[config.mk]
export PLATFORM = sky130hd
export DESIGN_NAME = wb_stage
export DESIGN_NICKNAME = d
export VERILOG_FILES = /design/src/rtl/wb_stage.sv
export SDC_FILE = /design/constraint.sdc
export NUM_CORES = 1
export LEC_CHECK = 0
export ABC_AREA = 1
export CAP_MARGIN = 20
export CORE_MARGIN = 5
export CORE_UTILIZATION = 50
export DETAILED_ROUTE_END_ITERATION = 8
export DONT_BUFFER_PORTS = 1
export GPL_ROUTABILITY_DRIVEN = 0
export PLACE_DENSITY = 0.69
export SYNTH_ARGS = -nofsm -noshare
export SYNTH_HDL_FRONTEND = slang
export SYNTH_SLANG_ARGS = --single-unit
[constraint.sdc]
create_clock -name clk -period 4.6 [get_ports clk]
set_clock_uncertainty 0.05 [all_clocks]
set_input_delay 0.92 -clock clk [delete_from_list [all_inputs] [get_ports clk]]
set_output_delay 0.92 -clock clk [all_outputs]
set_load 0.01 [all_outputs]
[src/rtl/wb_stage.sv]
// rtl/wb_stage.sv - RV32I writeback/retire stage: load wait, extract/extend, regfile write, ordered retire
// One entry in flight at most; a load parks the stage in WAIT_LOAD until its data pulse arrives.

module wb_stage #(
   parameter int ORDER_W = 64,
   parameter int TIMEOUT = 255
) (
   input  logic               clk,
   input  logic               rst,
   input  logic               in_valid,
   output logic               in_ready,
   input  logic [31:0]        in_pc,
   input  logic [31:0]        in_inst,
   input  logic [4:0]         in_rd_s,
   input  logic               in_regf_we,
   input  logic               in_mem_read,
   input  logic [2:0]         in_funct3,
   input  logic [31:0]        in_result,
   input  logic               dmem_resp,
   input  logic [31:0]        dmem_rdata,
   output logic               valid_write,
   output logic               regf_we,
   output logic [4:0]         rd_s,
   output logic [31:0]        rd_v,
   output logic [ORDER_W-1:0] retire_order,
   output logic [31:0]        retire_pc,
   output logic [31:0]        retire_inst,
   output logic               misalign_err,
   output logic               load_timeout_err
);

   localparam logic [0:0] S_IDLE = 1'b0;
   localparam logic [0:0] S_WAIT = 1'b1;
   localparam int CNT_W = $clog2(TIMEOUT + 1);
   localparam logic [CNT_W-1:0] TMO = CNT_W'(TIMEOUT);

   logic [0:0]         state_q, state_d;
   logic [CNT_W-1:0]   cnt_q, cnt_d;
   logic [31:0]        pc_q, pc_d;
   logic [31:0]        inst_q, inst_d;
   logic [4:0]         rd_q, rd_d;
   logic               we_q, we_d;
   logic [2:0]         f3_q, f3_d;
   logic [1:0]         addr_q, addr_d;
   logic [ORDER_W-1:0] order_q, order_d;

   logic               valid_write_q, valid_write_d;
   logic               regf_we_q, regf_we_d;
   logic [4:0]         rd_s_q, rd_s_d;
   logic [31:0]        rd_v_q, rd_v_d;
   logic [ORDER_W-1:0] retire_order_q, retire_order_d;
   logic [31:0]        retire_pc_q, retire_pc_d;
   logic [31:0]        retire_inst_q, retire_inst_d;
   logic               misalign_q, misalign_d;
   logic               tmo_err_q, tmo_err_d;

   logic [7:0]         ld_byte;
   logic [15:0]        ld_half;
   logic [31:0]        ld_data;

   logic               ret_fire;
   logic [31:0]        ret_pc, ret_inst, ret_val;
   logic [4:0]         ret_rd;
   logic               ret_we;

   // Misaligned halves/words fall back to the aligned-down lane through addr_q indexing.
   always_comb begin
      ld_byte = 8'h00;
      ld_data = 32'h0;
      case (addr_q)
         2'd0:    ld_byte = dmem_rdata[7:0];
         2'd1:    ld_byte = dmem_rdata[15:8];
         2'd2:    ld_byte = dmem_rdata[23:16];
         default: ld_byte = dmem_rdata[31:24];
      endcase
      ld_half = addr_q[1] ? dmem_rdata[31:16] : dmem_rdata[15:0];
      case (f3_q)
         3'b000:  ld_data = {{24{ld_byte[7]}}, ld_byte};
         3'b001:  ld_data = {{16{ld_half[15]}}, ld_half};
         3'b010:  ld_data = dmem_rdata;
         3'b100:  ld_data = {24'h0, ld_byte};
         3'b101:  ld_data = {16'h0, ld_half};
         default: ld_data = 32'h0;
      endcase
   end

   always_comb begin
      state_d        = state_q;
      cnt_d          = cnt_q;
      pc_d           = pc_q;
      inst_d         = inst_q;
      rd_d           = rd_q;
      we_d           = we_q;
      f3_d           = f3_q;
      addr_d         = addr_q;
      order_d        = order_q;
      misalign_d     = misalign_q;
      tmo_err_d      = tmo_err_q;
      ret_fire       = 1'b0;
      ret_pc         = in_pc;
      ret_inst       = in_inst;
      ret_rd         = in_rd_s;
      ret_we         = in_regf_we;
      ret_val        = in_result;

      case (state_q)
         S_IDLE: begin
            if (in_valid) begin
               if (in_mem_read) begin
                  state_d = S_WAIT;
                  cnt_d   = '0;
                  pc_d    = in_pc;
                  inst_d  = in_inst;
                  rd_d    = in_rd_s;
                  we_d    = in_regf_we;
                  f3_d    = in_funct3;
                  addr_d  = in_result[1:0];
                  if (((in_funct3 == 3'b001 || in_funct3 == 3'b101) && in_result[0]) ||
                      (in_funct3 == 3'b010 && in_result[1:0] != 2'b00))
                     misalign_d = 1'b1;
               end else begin
                  ret_fire = 1'b1;
               end
            end
         end
         default: begin
            if (cnt_q == TMO)
               tmo_err_d = 1'b1;
            else
               cnt_d = cnt_q + 1'b1;
            if (dmem_resp) begin
               state_d  = S_IDLE;
               ret_fire = 1'b1;
               ret_pc   = pc_q;
               ret_inst = inst_q;
               ret_rd   = rd_q;
               ret_we   = we_q;
               ret_val  = ld_data;
            end
         end
      endcase

      // Write-port index/data hold their last value between retires.
      valid_write_d  = ret_fire;
      regf_we_d      = ret_fire & ret_we & (ret_rd != 5'd0);
      rd_s_d         = rd_s_q;
      rd_v_d         = rd_v_q;
      retire_order_d = retire_order_q;
      retire_pc_d    = retire_pc_q;
      retire_inst_d  = retire_inst_q;
      if (ret_fire) begin
         rd_s_d         = ret_rd;
         rd_v_d         = ret_val;
         retire_order_d = order_q;
         retire_pc_d    = ret_pc;
         retire_inst_d  = ret_inst;
         order_d        = order_q + 1'b1;
      end
   end

   always_ff @(posedge clk) begin
      if (rst) begin
         state_q        <= S_IDLE;
         cnt_q          <= '0;
         pc_q           <= '0;
         inst_q         <= '0;
         rd_q           <= '0;
         we_q           <= 1'b0;
         f3_q           <= '0;
         addr_q         <= '0;
         order_q        <= '0;
         valid_write_q  <= 1'b0;
         regf_we_q      <= 1'b0;
         rd_s_q         <= '0;
         rd_v_q         <= '0;
         retire_order_q <= '0;
         retire_pc_q    <= '0;
         retire_inst_q  <= '0;
         misalign_q     <= 1'b0;
         tmo_err_q      <= 1'b0;
      end else begin
         state_q        <= state_d;
         cnt_q          <= cnt_d;
         pc_q           <= pc_d;
         inst_q         <= inst_d;
         rd_q           <= rd_d;
         we_q           <= we_d;
         f3_q           <= f3_d;
         addr_q         <= addr_d;
         order_q        <= order_d;
         valid_write_q  <= valid_write_d;
         regf_we_q      <= regf_we_d;
         rd_s_q         <= rd_s_d;
         rd_v_q         <= rd_v_d;
         retire_order_q <= retire_order_d;
         retire_pc_q    <= retire_pc_d;
         retire_inst_q  <= retire_inst_d;
         misalign_q     <= misalign_d;
         tmo_err_q      <= tmo_err_d;
      end
   end

   assign in_ready         = (state_q == S_IDLE);
   assign valid_write      = valid_write_q;
   assign regf_we          = regf_we_q;
   assign rd_s             = rd_s_q;
   assign rd_v             = rd_v_q;
   assign retire_order     = retire_order_q;
   assign retire_pc        = retire_pc_q;
   assign retire_inst      = retire_inst_q;
   assign misalign_err     = misalign_q;
   assign load_timeout_err = tmo_err_q;

endmodule

# Word-level counts from Yosys, hierarchy flattened
# Index checks and enable logic that the tools add are counted.
classes:
  n_eq_ne: 11
  magnitude_cmp: 0
  shift: 0
  n_reduce_logical: 14
  bitwise_logic: 3
  n_mux: 25
  div_mod_pow: 0
  multipliers: 0
  addsub: 2
ops:
  columns: ["op", "n"]
  rows:
  - ["32-bit 2-to-1 mux", 6]
  - ["32-bit case mux with 5 select lines", 1]
  - ["64-bit by 1-bit adder with 64-bit output, second input constant", 1]
  - ["8-bit 2-to-1 mux", 4]
  - ["8-bit case mux with 3 select lines", 1]
  - ["16-bit 2-to-1 mux", 1]
  - ["1-bit 2-to-1 mux", 10]
  - ["5-bit 2-to-1 mux", 2]
  - ["3-bit == test, second input constant", 3]
  - ["8-bit by 1-bit adder with 8-bit output, second input constant", 1]
  - ["8-bit == test, second input constant", 1]
  - ["3-bit by 1-bit == test with 1-bit output, second input constant", 2]
  - ["3-bit by 2-bit == test with 1-bit output, second input constant", 2]
  - ["3-bit AND reduction", 2]
  - ["2-bit nonzero test", 3]
  - ["5-bit nonzero test", 1]
  - ["4-bit AND reduction", 1]
  - ["3-bit zero test", 1]
  - ["1-bit bitwise AND", 2]
  - ["2-bit by 1-bit == test with 1-bit output, second input constant", 1]
  - ["2-bit == test, second input constant", 1]
  - ["1-bit logical AND", 2]
  - ["2-bit zero test", 1]
  - ["1-bit logical OR", 2]
  - ["other kinds (3)", 3]
totals:
  mem_bits_rw: 0
  register_bits: 317
  rom_bits: 0
  latch_bits: 0
  output_inout_bits: 170
  mem_count: 0
  in_bits: 142

# Logic depth before layout (Yosys ltp)
logic_depth:
  ltp_word: 5
  mapped_depth: 13

# Worst setup path before layout
# Ideal clock, no wire load.
synth_path:
  path_kind: "input to register"
  from: "input in_mem_read"
  to: "register order_q[61]"
  path_buffers: 1
  arrival_time_ns: 1.913
  setup_time_ns: 0.110
  required_time_ns: 4.440
  stages: 11
  slack_ns: 2.527
  cell_sequence: "inv_1 > nand3_4 > nand2_4 > buf_12 > nand2_8 > nor3_1 > nand2_1 > nor2_1 > nand3_1 > nand2_1 > nor2_1"
synth_via:
  elab_chain_cells: 3
synth_lines:
  columns: ["element", "line", "text"]
  rows:
  - ["from (decl)", "16", "input logic in_mem_read,"]
  - ["1-bit 2-to-1 mux", "109", "if (in_mem_read) begin"]
  - ["1-bit 2-to-1 mux", "108", "if (in_valid) begin"]
  - ["1-bit 2-to-1 mux", "106", "case (state_q)"]
  - ["to (signal assigned)", "190", "order_q <= order_d;"]
  - ["to (decl)", "45", "logic [ORDER_W-1:0] order_q, order_d;"]
# No other way between the ends.
# A chain may end at the register's enable or synchronous reset.

# Worst setup path after layout
layout_path:
  from: "register addr_q[1]"
  to: "register rd_v_q[22] (netlist: rd_v[22])"
layout_via:
  elab_chain_cells: 5
layout_lines:
  columns: ["element", "line", "text"]
  rows:
  - ["from (decl)", "44", "logic [1:0] addr_q, addr_d;"]
  - ["from (signal assigned)", "189", "addr_q <= addr_d;"]
  - ["2-bit == test (tied with other cells)", "70", "case (addr_q)"]
  - ["8-bit case mux with 3 select lines", "70", null]
  - ["32-bit case mux with 5 select lines *", "77", "case (f3_q)"]
  - ["32-bit 2-to-1 mux *", "131", "if (dmem_resp) begin"]
  - ["32-bit 2-to-1 mux *", "106", null]
  - ["to (signal assigned)", "194", "rd_v_q <= rd_v_d;"]
  - ["to (decl)", "50", "logic [31:0] rd_v_q, rd_v_d;"]
# Every way passes the cells marked *; elsewhere a longest branch is shown, timed or not.

==> results.toml <==
[setup_path]
r2r-start = "addr_q[1]"
cp.arrival_ns = 3.26
cpMostUsedCell = "nand2_1"
r2r_end = "rd_v[22]"
critPathCaptureType = "flip-flop"
crit_path_start_kind = "flip-flop"
crit_required_ns = 4.98
critPathMaxStageDelay_ns = 0.85
rrSetupSlack_ns = 1.72
crit_type = "flip-flop to flip-flop"
cp_max_fo = 25
slowest_stage = "dfxtp_1"
reg2reg_depth = 8
worst-path-buf-inv = 1
critPathTopFamily = "simple AND/OR/NAND/NOR gates"
timing.critical_path.cells = "inv_2 > nand2_1 > o21ai_0 > nand2_1 > nand4_1 > nand3_1 > nand2_1 > a21oi_1"

[finish]
final_cells = 2359
n_antenna_cell = 0
drive_gt1_share_pct = 5.603
area_delta_synth_final_pct = 9.230
final_nets = 2098

[timing]
tns_ns = 0
finalHoldViolCount = 0
setup_viol = 0
grt_setup_unrepaired = "no"
finalCritPeriodShare_pct = 62.68
fmax_mhz = 346.9
min_period_ns = 2.883
slew_viol_final = 0
timing_worst_slew_pin_value_ns = 1.036
maxSlewHeadroom_pct = 30.95

[synthesis]
ys_warn_count = 0
synth_top_family_by_area = "simple AND/OR/NAND/NOR gates"
synth_mux_area_share_pct = 0
syn_inst = 2031
synth_compound_area_share_pct = 19.86
ys_top_cells_by_count = "nand2_1 (430), nor2_1 (368), dfxtp_1 (317)"
synth_seq_area_share_pct = 44.84
synth_nets = 2175
yosysTopAreaCellShare_pct = 44.84
synth_fa_ha_area_share_pct = 0.1768
ys_seq_elements = 317
synthSimpleGateAreaFrac_pct = 27.70
synth-xor-area-share_pct = 0.5570
synthDistinctLibCells = 48
synth_top_area_cell = "dfxtp_1"
synthArstFlopShare_pct = 0
avgSynthCellArea_um2 = 6.968
synth-edff-count = 0
synth_area_um2 = 14150
synth_most_common_cell = "nand2_1"
ys_top_cells_by_area = "dfxtp_1 (45%), nand2_1 (11%), o21ai_0 (11%)"
synth-main-ff-cell = "dfxtp_1"

[floorplanning]
die_area_um2 = 31770
ioPinCount = 312
initial_core_util_pct = 50.80
core-area_um2 = 27860
die_h_um = 178.2
die_x_um = 178.2
num_rows = 61

[worst_hold_path]
min_from = "pc_q[20]"
hold_path_class = "flip-flop to flip-flop"
whs_path_depth = 2
hold_end = "retire_pc[20]"

[global_route]
grt_pass1_wl_mm = 64.67
grt-ovfl-total = 0
gr-usage-all-layers_pct = 24.96
grt_max_degree = 143
antenna_found_initial = 0
grt_pass1_vias = 11920

[clocking]
cts_root_buffer = "clkbuf_16"
clkSlewWorstSetupHoldPaths_ns = 0.06
h-tree-depth = 2
cts_buffers = 35
postCtsSetupBuffers = 0
cts.path.max_buffers = 3
clkLatencyLatePin_ns = 0.52
holdBufCountCts = 0
tritoncts = "built"
ctsResizeCount = 0
clock-sinks = 317

[route]
first_pass_iters = 5
wire_per_inst_um = 17.48
drtIter0Drc = 1164
drcViolationCount = 0
dr_total_vias = 13230
antenna_left = 0
viasPerCell = 5.609
routed_wirelength_mm = 41.23

[place]
dp_hpwl_mm = 28.39
dp_cells = 2295
port_buffers = 0

[power_and_ir_drop]
p_per_area_nw_per_um2 = 430.3
p_int_mw = 4.965
leakage_nw = 6.010
switching_share_pct = 25.36
pwr-share-seq_pct = 47.0
vdd_drop_max_mv = 0.3285
power.share.clock_pct = 45.2
comb_power_share_pct = 7.8
p_sw_mw = 1.687

[flow_run]
max_cap_violations = 0

[outcome]
status = "complete, no violations"
[how the worst max path moves through the flow]
stage,from,endpoint,slack (ns),cells after the start
final,addr_q[1],rd_v[22],1.72,8
after global routing,addr_q[1],rd_v[15],1.40,8
after CTS,state_q,order_q[4],1.74,7
after detailed placement,in_mem_read,rd_v[12],1.56,6
after global placement,in_mem_read,retire_pc[6],1.65,6
after floorplan,in_mem_read,order_q[61],2.53,11
[metal layers]
layer | up-vias | wire length [um] | GRT usage [%]
met3 | 96 | 4601 | 8.817
met4 | 0 | 1470 | 8.379
met5 | - | 0 | 0
met2 | 526 | 18330 | 38.69
met1 | 6037 | 16830 | 32.55
li1 | 6572 | - | -
[registers in the layout, indices dropped and copies added, names as in the netlist, 3 cells and up]
| register | cells |
|---|---|
| retire_pc | 32 |
| pc_q | 32 |
| retire_order | 64 |
| retire_inst | 32 |
| rd_v | 32 |
| rd_q | 5 |
| inst_q | 32 |
| rd_s | 5 |
| order_q | 64 |
| f3_q | 3 |
| cnt_q | 8 |
[stage by stage]
step	total power [mW]	hold WS (ns)	utilization, %	setup slack (ns)	area (um2)
global placement	3.682	0.4114	50.96	1.650	14200
detailed placement	3.699	0.4180	51.01	1.563	14210
finish	6.652	0.4230	55.49	1.717	15460
CTS	6.715	0.4114	55.49	1.742	15460
global route	6.939	0.4193	55.49	1.397	15460
floorplan	3.554	0.4032	-	2.527	14150
[worst register-to-register path: cells and delay by family, from the launching register on]
| kind | cells | cell delay, ns |
|---|---|---|
| buffers and inverters | 1 | 0.22 |
| DFF | 1 | 0.85 |
| AOI/OAI and AO/OA | 2 | 0.25 |
| and+or+nand+nor | 5 | 1.42 |
[area by class of cell]
class | count | area [um2]
fill | 2722 | 12400
multi-input combinational | 1479 | 6858
sequential | 317 | 6346
clock buffer | 49 | 1008
tap | 378 | 473.0
inverter | 111 | 426.7
clock inverter | 15 | 239.0
timing repair buffer | 10 | 107.6
[power groups by stage]
stage               sequential, mW  combinational [mW]  clock, mW
floorplan                     3.12               0.436          0
global placement              3.19               0.495          0
detailed placement            3.19               0.512          0
CTS                           3.13               0.514       3.07
global route                  3.15               0.593       3.20
finish                        3.13               0.516       3.01
[kinds of logic (layout without fill, tap and decap cells)]
group	count (synthesis)	count (layout)
AO/OA/AOI/OAI	528	528
flip-flops	317	317
buffers and inverters	235	185
AND/OR/NAND/NOR	940	940
adder cells (fa/ha/maj)	2	2
XOR/XNOR	9	9
[cell usage in the layout (no fill, tap or decap), types with 3 or more instances in the layout]
cell,instances
nor2_1,367
o221ai_1,7
o22ai_1,6
a211oi_1,5
o21a_1,4
bufinv_16,6
clkinv_2,5
nor3_2,4
clkbuf_16,35
or2_2,3
clkbuf_1,6
o21ai_0,312
xor2_1,6
inv_1,104
nor2_4,7
nand3_1,61
nor2_2,6
inv_6,5
clkbuf_8,8
nand4_1,22
dfxtp_1,317
a21oi_1,116
xnor2_1,3
nand2_2,3
a31oi_1,68
inv_2,5
nor3_1,22
buf_4,7
nand2_1,429
Power figures use the tool's default switching activity.
